### src/rtl/spi_pkg.sv
// Shared types and defaults for the SPI master and its daisy-chained slaves.
// Holds the FSM encoding, the SCK edge classification and the latched mode.
package spi_pkg;

  localparam int SPI_WIDTH = 16;

  typedef enum logic [1:0] {
    IDLE     = 2'd0,
    TRANSFER = 2'd1,
    DONE     = 2'd2
  } state_t;

  typedef enum logic {
    LEADING  = 1'b0,
    TRAILING = 1'b1
  } edge_t;

  typedef struct packed {
    logic ckp;
    logic cph;
  } spi_mode_t;

  function automatic edge_t sample_edge(
    input logic cph
  );
    return cph ? TRAILING : LEADING;
  endfunction

endpackage

### src/rtl/spi_sck_gen.sv
// SCK phase counter: one SCK period spans 2*HALF_DIV clk cycles.
// lead/trail flag the cycle whose closing clk edge moves SCK.
module spi_sck_gen #(
  parameter int HALF_DIV = 2
) (
  input  logic clk,
  input  logic rst,
  input  logic run,
  input  logic ckp,
  output logic sck,
  output logic lead,
  output logic trail
);

  localparam int PW = $clog2(2 * HALF_DIV);
  localparam logic [PW-1:0] LEAD_AT =
    PW'(HALF_DIV - 1);
  localparam logic [PW-1:0] TRAIL_AT =
    PW'(2 * HALF_DIV - 1);

  logic [PW-1:0] phase;

  assign lead  = run && (phase == LEAD_AT);
  assign trail = run && (phase == TRAIL_AT);

  // Second half of the phase count drives the
  // non-idle level; idle level otherwise.
  assign sck = (run && (phase > LEAD_AT))
             ? ~ckp : ckp;

  always_ff @(posedge clk or negedge rst) begin
    if (!rst) begin
      phase <= '0;
    end else if (!run || trail) begin
      phase <= '0;
    end else begin
      phase <= phase + PW'(1);
    end
  end

endmodule

### src/rtl/spi_transmitter.sv
// Full-duplex SPI master: MSB-first shift out on MOSI, MISO in at LSB.
// Mode bits are latched at start so mid-transfer changes are ignored.
module spi_transmitter
  import spi_pkg::*;
#(
  parameter int WIDTH    = SPI_WIDTH,
  parameter int HALF_DIV = 2
) (
  input  logic             clk,
  input  logic             rst,
  input  logic             CKP,
  input  logic             CPH,
  input  logic             strt,
  input  logic [WIDTH-1:0] data_in,
  input  logic             MISO,
  output logic             MOSI,
  output logic             CS,
  output logic             SCK,
  output logic [WIDTH-1:0] data_out,
  output logic             done
);

  localparam int BW = $clog2(WIDTH);
  localparam logic [BW-1:0] LAST_BIT =
    BW'(WIDTH - 1);

  state_t           state;
  spi_mode_t        mode;
  logic [WIDTH-1:0] sr;
  logic [BW-1:0]    bit_cnt;
  logic             rx_bit;
  logic             run;
  logic             lead;
  logic             trail;
  logic             sck_ckp;
  logic             samp_lead;
  logic             last;

  assign run       = (state == TRANSFER);
  assign samp_lead =
    (sample_edge(mode.cph) == LEADING);
  assign last      = (bit_cnt == LAST_BIT);

  // Idle SCK tracks the live CKP; once started,
  // only the latched polarity is used.
  assign sck_ckp = (state == IDLE) ? CKP : mode.ckp;

  spi_sck_gen #(
    .HALF_DIV (HALF_DIV)
  ) u_sck_gen (
    .clk   (clk),
    .rst   (rst),
    .run   (run),
    .ckp   (sck_ckp),
    .sck   (SCK),
    .lead  (lead),
    .trail (trail)
  );

  always_ff @(posedge clk or negedge rst) begin
    if (!rst) begin
      state    <= IDLE;
      mode     <= '0;
      sr       <= '0;
      bit_cnt  <= '0;
      rx_bit   <= 1'b0;
      CS       <= 1'b1;
      MOSI     <= 1'b0;
      data_out <= '0;
      done     <= 1'b0;
    end else begin
      done <= 1'b0;
      unique case (state)
        IDLE: begin
          if (strt) begin
            sr       <= data_in;
            mode.ckp <= CKP;
            mode.cph <= CPH;
            bit_cnt  <= '0;
            CS       <= 1'b0;
            if (!CPH) MOSI <= data_in[WIDTH-1];
            state    <= TRANSFER;
          end
        end
        TRANSFER: begin
          if (lead) begin
            if (samp_lead) rx_bit <= MISO;
            else           MOSI   <= sr[WIDTH-1];
          end
          if (trail) begin
            sr <= {sr[WIDTH-2:0],
                   samp_lead ? rx_bit : MISO};
            bit_cnt <= bit_cnt + BW'(1);
            if (samp_lead && !last) begin
              MOSI <= sr[WIDTH-2];
            end
            if (last) state <= DONE;
          end
        end
        DONE: begin
          CS       <= 1'b1;
          done     <= 1'b1;
          data_out <= sr;
          state    <= IDLE;
        end
        default: state <= IDLE;
      endcase
    end
  end

endmodule

### config.mk
export PLATFORM = sky130hd
export DESIGN_NAME = spi_transmitter
export DESIGN_NICKNAME = d
export VERILOG_FILES = /design/src/rtl/spi_pkg.sv /design/src/rtl/spi_sck_gen.sv /design/src/rtl/spi_transmitter.sv
export SDC_FILE = /design/constraint.sdc
export NUM_CORES = 1
export LEC_CHECK = 0
export CAP_MARGIN = 15
export CORE_ASPECT_RATIO = 0.7
export CORE_MARGIN = 2
export CORE_UTILIZATION = 35
export CTS_BUF_LIST = sky130_fd_sc_hd__clkbuf_16
export DETAILED_ROUTE_END_ITERATION = 16
export PLACE_DENSITY = 0.6
export SLEW_MARGIN = 20
export SYNTH_ARGS = -nofsm -noshare
export SYNTH_HDL_FRONTEND = slang
export SYNTH_HIERARCHICAL = 1
export SYNTH_SLANG_ARGS = --single-unit
### constraint.sdc
create_clock -name clk -period 2.62 [get_ports clk]
set_clock_uncertainty 0.15 [all_clocks]
set_input_delay 0.655 -clock clk [delete_from_list [all_inputs] [get_ports clk]]
set_output_delay 0.655 -clock clk [all_outputs]
set_load 0.005 [all_outputs]
==> run metrics <==
status=complete, no violations; Critical Path Sink Type=output pin; WL final=4.04 mm; via count=1423; asr flop ratio synth=100%; largest net degree at the start of global routing=47; Num CTS Buffers=5; H-Tree Depth=2; die height=68.2 microns; Clk Latency, worst-skew pair=0.28 ns; worst setup margin=0.104 ns; crit path kind=primary input to output pin; Initial Utilization=36.1%; Synth top area share=54.7%; r2r worst-path depth=6; Slowest-stage cell, CP=clkdlybuf4s50_1; vias in the first global route=1352; final core utilization=48.0%; crit path max fanout=2; reg2reg setup slack=0.43 ns; RD Place Congestion=0.752; Worst-path clk slew=0.06 ns; number of top-level pins=42; Buf+Inv Stages, Crit Path=2; minimum clock period=2.52 ns; width of the die=95.7 microns; CP max stage delay=0.42 ns; row cnt=23; Yosys cell types=33; Initial DRT Pass Iterations=4; Slew Limit Fails=0; final hold vios=0; clk root buf=clkbuf_16; area leader, netlist=dfrtp_1; global-route wire length before repair=6.73 mm; CP arrival=1.71 ns; Mapped Area=2060 sq um; max-cap viol count=0; net count after synthesis=199; antenna violations before repair=0; DP HPWL=2.90 mm; # port buffers=41; Area contributors post-synth=dfrtp_1 55%, mux2_2 9.8%, mux2i_1 7.8%; WP data required=1.81 ns; Worst Setup Start Kind=primary input; DR iter-0 viols=66; VDD IR-drop max=0.300 mV; area growth from synthesis to final layout=32.9%; Max Root-Sink Buffers=2; DRC=0; pre-CTS worst setup slack=-0.196 ns; Yosys warning count=6; reg-to-reg critical path startpoint=state[0]; Setup Fix Bufs, Post-CTS=0; routed wire length per instance=13.6 microns; CTS tree=built; EDFF count, synth=0; DIE AREA=6520 sq um; CP delay by family, top=buffers and inverters; # diodes=0; routed vias/inst=4.78; TNS Setup=0 ns; clk sinks=46; Floorplan Core Area=5700 sq um; Hold Crit Class=primary input to asynchronous set/reset pin; Worst slew margin=60.4%; post-synthesis sequential area ratio=56.0%; Post-Synthesis Cells=174; total global-route track usage=13.9%; worst slew pin tran=0.594 ns; # fillers=526; RSZ-0062 raised after global routing=false; proportion of layout cells with a drive suffix above 1=18.8%; reg2reg end=sr[11]; CP cell instances=clkdlybuf4s50_1 > mux2_2 > xnor2_1 > clkdlybuf4s15_1; Pwr Density=852 nW/um^2; Synth Register Bits=46; cell leakage power=1.33 nW; final setup fails=0; Fin Hold WS=0.307 ns; grt total ovfl=0; DRT antenna net count=0; final period utilization=96.0%; Nets=248; Mean Syn Cell Area=11.8 sq um; Fmax=397 MHz; ys flop type=dfrtp_1
==> state kept, by name, summed over array words and instances, names as in the netlist <==
signal           cells
sr                  16
done                 1
rx_bit               1
state                2
bit_cnt              4
mode                 2
CS                   1
u_sck_gen/phase      2
MOSI                 1
data_out            16
==> final cells by class <==
cell class	instances	area, sq um	share of cell area, %
timing repair buffer	50	473	17.3
multi-input combinational	116	842	30.8
clock inverter	2	33.8	1.24
sequential	46	1150	42.1
inverter	4	15.0	0.549
tap	75	93.8	3.43
clock buffer	5	125	4.57
==> per-stage QoR <==
stage	power (mW)	instance area, sq um	instances
global placement	1.65	2580	291
finish	2.33	2740	298
floorplan	1.44	2060	174
global route	2.50	2740	298
CTS	2.36	2730	298
detailed placement	1.67	2580	291
==> power by group <==
group	internal, mW	switching, mW	total, mW	leakage (nW)
Clock	0.441	0.246	0.687	0.0773
Sequential	0.893	0.137	1.03	0.597
Combinational	0.324	0.289	0.613	0.657
==> routing by layer <==
layer,GRT usage (%),up-vias,wire length [microns]
li1,-,703,-
met5,0,-,0
met4,5.36,0,55
met3,4.19,5,211
met2,18.4,34,1670
met1,20.8,681,2100
==> how the worst max path moves through the flow <==
stage                     startpoint  endpoint  slack, ns  cells after the start
after floorplan             state[0]      MOSI       0.41                      8
after global placement           CKP       SCK      -0.18                      4
after detailed placement         CKP       SCK      -0.20                      4
after CTS                        CKP       SCK       0.07                      4
after global routing             CKP       SCK       0.02                      4
final                            CKP       SCK       0.10                      4
==> repair_timing <==
item,in CTS,in global routing
gates resized for setup,1,1
setup endpoints to repair,1,1
pin swaps,0,0
hold buffers,0,0
==> layout by cell type, fill, tap and decap left out, types with 3 or more instances in the layout <==
master and count:
nor2_1 5, ha_1 3, o21ai_0 19, nand2_1 27
nand3b_1 4, inv_1 4, clkdlybuf4s50_1 39, mux2_2 18
mux2i_1 16, dfrtp_1 45, clkbuf_16 5, buf_4 9
==> cells by family after synthesis <==
logic type               Yosys count  synth area share (%)
AND/OR/NAND/NOR                   48                  11.6
flip-flops                        46                  56.0
multiplexers                      36                  19.1
AO/OA/AOI/OAI                     27                  7.42
buffers and inverters             12                  3.22
adder cells (fa/ha/maj)            3                  1.82
XOR/XNOR                           2                 0.851
==> cell usage after synthesis, types with 2 or more instances <==
cell type / n
dfrtp_1: 45
ha_1: 3
o21ai_0: 19
nand2_1: 27
buf_4: 2
nand3_1: 2
xnor2_1: 2
buf_2: 4
inv_1: 4
mux2_4: 2
nor2_1: 5
nand2b_1: 2
nand3b_1: 4
mux2_2: 18
a21oi_1: 2
mux2i_1: 16
Note: power is estimated with default switching activity, not from simulation.
